### config.mk
export PLATFORM = sky130hd
export DESIGN_NAME = word_serializer
export DESIGN_NICKNAME = d
export VERILOG_FILES = /design/src/rtl/word_serializer.sv
export SDC_FILE = /design/constraint.sdc
export NUM_CORES = 1
export LEC_CHECK = 0
export BUFFER_PORTS_ARGS = -buffer_cell sky130_fd_sc_hd__clkbuf_2
export CORE_MARGIN = 10
export CORE_UTILIZATION = 52
export CTS_BUF_LIST = sky130_fd_sc_hd__clkbuf_2
export DETAILED_ROUTE_END_ITERATION = 16
export PLACE_DENSITY = 0.76
export SETUP_SLACK_MARGIN = 0.4
export SYNTH_ARGS = -nofsm -noshare
export SYNTH_HDL_FRONTEND = slang
export SYNTH_SLANG_ARGS = --single-unit
export TNS_END_PERCENT = 50
### constraint.sdc
create_clock -name clk -period 2.2 [get_ports clk]
set_input_delay 0.22 -clock clk [delete_from_list [all_inputs] [get_ports clk]]
set_output_delay 0.22 -clock clk [all_outputs]
set_load 0.02 [all_outputs]
### src/rtl/word_serializer.sv
// word_serializer: parallel words in through a small FIFO,
// one bit per beat out, LSB first, with a last-bit marker.
module word_serializer #(
  parameter int WIDTH = 2,
  parameter int DEPTH = 2
) (
  input  logic             clk,
  input  logic             reset,
  input  logic [WIDTH-1:0] in_data,
  input  logic             in_valid,
  output logic             in_ready,
  output logic             out_bit,
  output logic             out_valid,
  output logic             out_last,
  input  logic             out_ready,
  output logic             busy
);

  localparam int AW = $clog2(DEPTH);
  localparam int IW = $clog2(WIDTH);
  localparam logic [IW-1:0] LAST_IDX = IW'(WIDTH - 1);

  typedef enum logic {
    S_IDLE,
    S_SHIFT
  } state_t;

  state_t           state_q, state_d;
  logic [IW-1:0]    idx_q, idx_d;
  logic [WIDTH-1:0] shreg_q, shreg_d;
  logic [AW:0]      wr_ptr_q, wr_ptr_d;
  logic [AW:0]      rd_ptr_q, rd_ptr_d;
  logic [WIDTH-1:0] mem_q [DEPTH];
  logic [WIDTH-1:0] mem_d [DEPTH];

  logic             in_ready_q, in_ready_d;
  logic             out_bit_q, out_bit_d;
  logic             out_valid_q, out_valid_d;
  logic             out_last_q, out_last_d;
  logic             busy_q, busy_d;

  logic             fifo_empty;
  logic             fifo_full;
  logic             empty_d;
  logic             full_d;
  logic             push;
  logic             pop;
  logic [WIDTH-1:0] head;

  assign fifo_empty = (wr_ptr_q == rd_ptr_q);
  assign fifo_full  = (wr_ptr_q[AW] != rd_ptr_q[AW]) &&
                      (wr_ptr_q[AW-1:0] == rd_ptr_q[AW-1:0]);
  assign push       = in_valid && !fifo_full;
  assign head       = mem_q[rd_ptr_q[AW-1:0]];

  // Next state: shifter FSM, FIFO pointers and the registered outputs.
  always_comb begin
    state_d  = state_q;
    idx_d    = idx_q;
    shreg_d  = shreg_q;
    pop      = 1'b0;
    mem_d    = mem_q;
    wr_ptr_d = wr_ptr_q;

    case (state_q)
      S_IDLE: begin
        if (!fifo_empty) begin
          pop     = 1'b1;
          shreg_d = head;
          idx_d   = '0;
          state_d = S_SHIFT;
        end
      end
      S_SHIFT: begin
        if (out_ready) begin
          if (idx_q != LAST_IDX) begin
            shreg_d = shreg_q >> 1;
            idx_d   = idx_q + IW'(1);
          end else if (!fifo_empty) begin
            // Reload on the last beat so words run back to back.
            pop     = 1'b1;
            shreg_d = head;
            idx_d   = '0;
          end else begin
            idx_d   = '0;
            state_d = S_IDLE;
          end
        end
      end
      default: begin
        idx_d   = '0;
        state_d = S_IDLE;
      end
    endcase

    if (push) begin
      mem_d[wr_ptr_q[AW-1:0]] = in_data;
      wr_ptr_d = wr_ptr_q + (AW+1)'(1);
    end
    rd_ptr_d = pop ? rd_ptr_q + (AW+1)'(1) : rd_ptr_q;

    empty_d = (wr_ptr_d == rd_ptr_d);
    full_d  = (wr_ptr_d[AW] != rd_ptr_d[AW]) &&
              (wr_ptr_d[AW-1:0] == rd_ptr_d[AW-1:0]);

    // Outputs are computed one edge ahead so they come straight off flops.
    in_ready_d  = !full_d;
    out_valid_d = (state_d == S_SHIFT);
    out_bit_d   = (state_d == S_SHIFT) && shreg_d[0];
    out_last_d  = (state_d == S_SHIFT) && (idx_d == LAST_IDX);
    busy_d      = !empty_d || (state_d == S_SHIFT);
  end

  // State and output registers; reset drops any buffered or partial word.
  always_ff @(posedge clk or posedge reset) begin
    if (reset) begin
      state_q     <= S_IDLE;
      idx_q       <= '0;
      shreg_q     <= '0;
      wr_ptr_q    <= '0;
      rd_ptr_q    <= '0;
      for (int i = 0; i < DEPTH; i++) begin
        mem_q[i] <= '0;
      end
      in_ready_q  <= 1'b1;
      out_bit_q   <= 1'b0;
      out_valid_q <= 1'b0;
      out_last_q  <= 1'b0;
      busy_q      <= 1'b0;
    end else begin
      state_q     <= state_d;
      idx_q       <= idx_d;
      shreg_q     <= shreg_d;
      wr_ptr_q    <= wr_ptr_d;
      rd_ptr_q    <= rd_ptr_d;
      mem_q       <= mem_d;
      in_ready_q  <= in_ready_d;
      out_bit_q   <= out_bit_d;
      out_valid_q <= out_valid_d;
      out_last_q  <= out_last_d;
      busy_q      <= busy_d;
    end
  end

  assign in_ready  = in_ready_q;
  assign out_bit   = out_bit_q;
  assign out_valid = out_valid_q;
  assign out_last  = out_last_q;
  assign busy      = busy_q;

endmodule

==> flow_summary.yaml <==
final_layout:
  final_nets: 104
  final_common_cell: "clkbuf_2"
  regArea_um2: 407
  num_antenna_cells: 0
  area_growth_pct: 24.7
  layout_common_cells: "clkbuf_2, dfrtp_1, buf_4"
  instances_no_fill: 111
  stdcell_area_um2: 1020
  fillers: 106
  multi_input_area_um2: 433
  fin_util_pct: 68.3
  drive_gt1_share_pct: 40.0
worst_setup_path:
  crit_path_end_kind: "flop"
  start_kind: "flop"
  crit_required_ps: 2430
  critical_path_arrival_ps: 1990
  path_max_fanout: 5
  critPathKind: "reg -> reg"
synthesis:
  synth.largest_area_cell: "dfrtp_1"
  ys_seq_area_share_pct: 49.2
  synth_top_area_share_pct: 46.0
  syn_inst: 73
  syn_area_per_cell_um2: 11.2
  ys_warn_count: 0
  synth_nets: 81
  syn_area_um2: 816
  ys_types: 33
  yosys-top-cells-area: "dfrtp_1, mux2_2, xnor2_1"
  synth-seq-cells: 16
sta:
  relSlewSlack_pct: 61.1
  slew_viol_final: 0
  whs_ps: 165
  maxClockFrequency_mhz: 566
  post-route-period-util_pct: 80.3
  rsz0062_at_grt: "yes"
  final-hold-violation-count: 0
  final-setup-viol-count: 0
  fin_worst_skew_ps: 8.95
  tightest_slew_ps: 583
  setup_ws_ps: 432
  fin_setup_tns_ps: 0
  finalCriticalPeriod_ps: 1770
floorplan:
  core_area_um2: 1490
  dieArea_um2: 3550
  fp-row-count: 14
  die_w_um: 59.6
  pin_count: 11
  dieHeight_um: 59.6
  start_util_pct: 54.8
power:
  p_sw_share_pct: 41.8
  powerDensity_nw_per_um2: 1730
  p_clk_share_pct: 7.3
  p_comb_share_pct: 60.7
  p_sw_mw: 0.737
  pwr-share-seq_pct: 31.9
  ir_worst_vdd_mv: 0.807
  power.internal_mw: 1.02
  power_mw: 1.76
  p_leak_nw: 0.454
global_routing:
  grt_start_max_net_pins: 17
  grt_overflow: 0
  grt_usage_pct: 9.15
  grt_pass1_wl_um: 2550
  grt_pass1_vias: 574
  antenna_found_initial: 0
detailed_routing:
  ant_nets: 0
  vias: 617
  routedWlPerCell_um: 14.6
  drt_iter0_drc: 18
  viasPerCell: 5.56
  drc_errors: 0
  wl_um: 1620
  drt_pass1_iterations: 4
clock_network:
  clock_latency_ps: 280
  cts_buffer_depth: 2
  cts.clk_slew.worst_paths_ps: 150
  htree_levels: 1
  root_buffer: "clkbuf_2"
  cts.sinks: 16
  cts_tree: "done"
  numCtsBuffers: 3
run:
  maxCapViolations: 0
place:
  dp_slack_ps: 204
  place_congestion: 0.821
  dp.cells: 98
  portBuffers: 10
  placedInstanceArea_um2: 912
  dp_hpwl_um: 1110
hold_path:
  hp-class: "in -> reg"
run_status:
  status: "complete, no violations"
layer usage:
layer,part of all wire (%),track usage (%),vias up
met3,6.1,2.36,0
met4,0,3.85,0
met5,0,0,-
li1,-,-,306
met2,48,14.3,20
met1,46,11.6,291
kinds of logic after synthesis:
| logic type | count (synthesis) | synth area share [%] |
|---|---|---|
| compound gates | 16 | 15.5 |
| simple gates | 19 | 12.3 |
| mux | 8 | 10.6 |
| buf+inv | 6 | 2.91 |
| flops | 16 | 49.2 |
| xor+xnor | 6 | 6.44 |
| fa+ha+maj | 2 | 3.07 |
area by class of cell:
type	count	share of cell area, %
repair buffers	19	11.8
multi-input cells	51	42.6
clock buffers	3	1.48
well taps	16	1.97
inverters	5	1.85
flip-flops and latches	16	40.0
clock inverters	1	0.369
timing repair:
| action | 4_1_cts | 5_1_grt |
|---|---|---|
| setup buffers | 4 | 4 |
| hold endpoints to repair | 15 | 0 |
| gates resized for setup | 3 | 1 |
| hold buffers | 1 | 0 |
| pin swaps | 3 | 5 |
| setup endpoints to repair | 2 | 1 |
path summary, 6_finish.rpt:
kind	end	cells after the start	from	slack [ps]
max	in_ready	7	wr_ptr_q[0]	430
min	mem_q[1]	2	in_data[1]	170
min in group asynchronous	busy	3	reset	500
max in group asynchronous	wr_ptr_q[1]	3	reset	1290
max reg2reg	in_ready	7	wr_ptr_q[0]	430
min reg2reg	shreg_q[1]	1	shreg_q[1]	510
Yosys cell counts:
cell       number
dfrtp_1        15
nand2_1         6
inv_1           5
mux2_2          5
xnor2_1         5
mux2i_1         3
o21ai_0         3
ha_1            2
nand3_1         2
nor2b_1         2
nor4_1          2
o31ai_1         2
a211oi_1        1
a21boi_0        1
a21boi_4        1
a22o_1          1
a32o_1          1
and2_1          1
buf_2           1
dfstp_2         1
nand2_2         1
nand4_1         1
nor2_1          1
nor3_1          1
o2111ai_1       1
o211ai_1        1
o21a_1          1
o21ai_1         1
o22ai_1         1
o2bb2ai_1       1
or2b_1          1
or4_1           1
xor2_1          1
registers in the layout (all words and copies together), names as in the netlist, 2 cells and up:
register,count
rd_ptr_q,2
mem_q,4
shreg_q,2
wr_ptr_q,2
power by group through the flow:
stage / Combinational, mW / Clock, mW / Sequential, mW
2_1_floorplan: 0.674 / 0 / 0.597
3_3_place_gp: 0.806 / 0 / 0.601
3_5_place_dp: 0.814 / 0 / 0.608
4_1_cts: 0.974 / 0.135 / 0.563
5_1_grt: 1.16 / 0.144 / 0.579
6_report: 1.07 / 0.129 / 0.562
critical path, cell delays in order (launching register included):
cell	delay (ps)
dfrtp_2	480
xnor2_4	190
a21boi_2	100
ha_4	290
inv_2	60
or4_1	400
o21ai_1	140
a211oi_1	60
(Power assumes the default switching activity.)
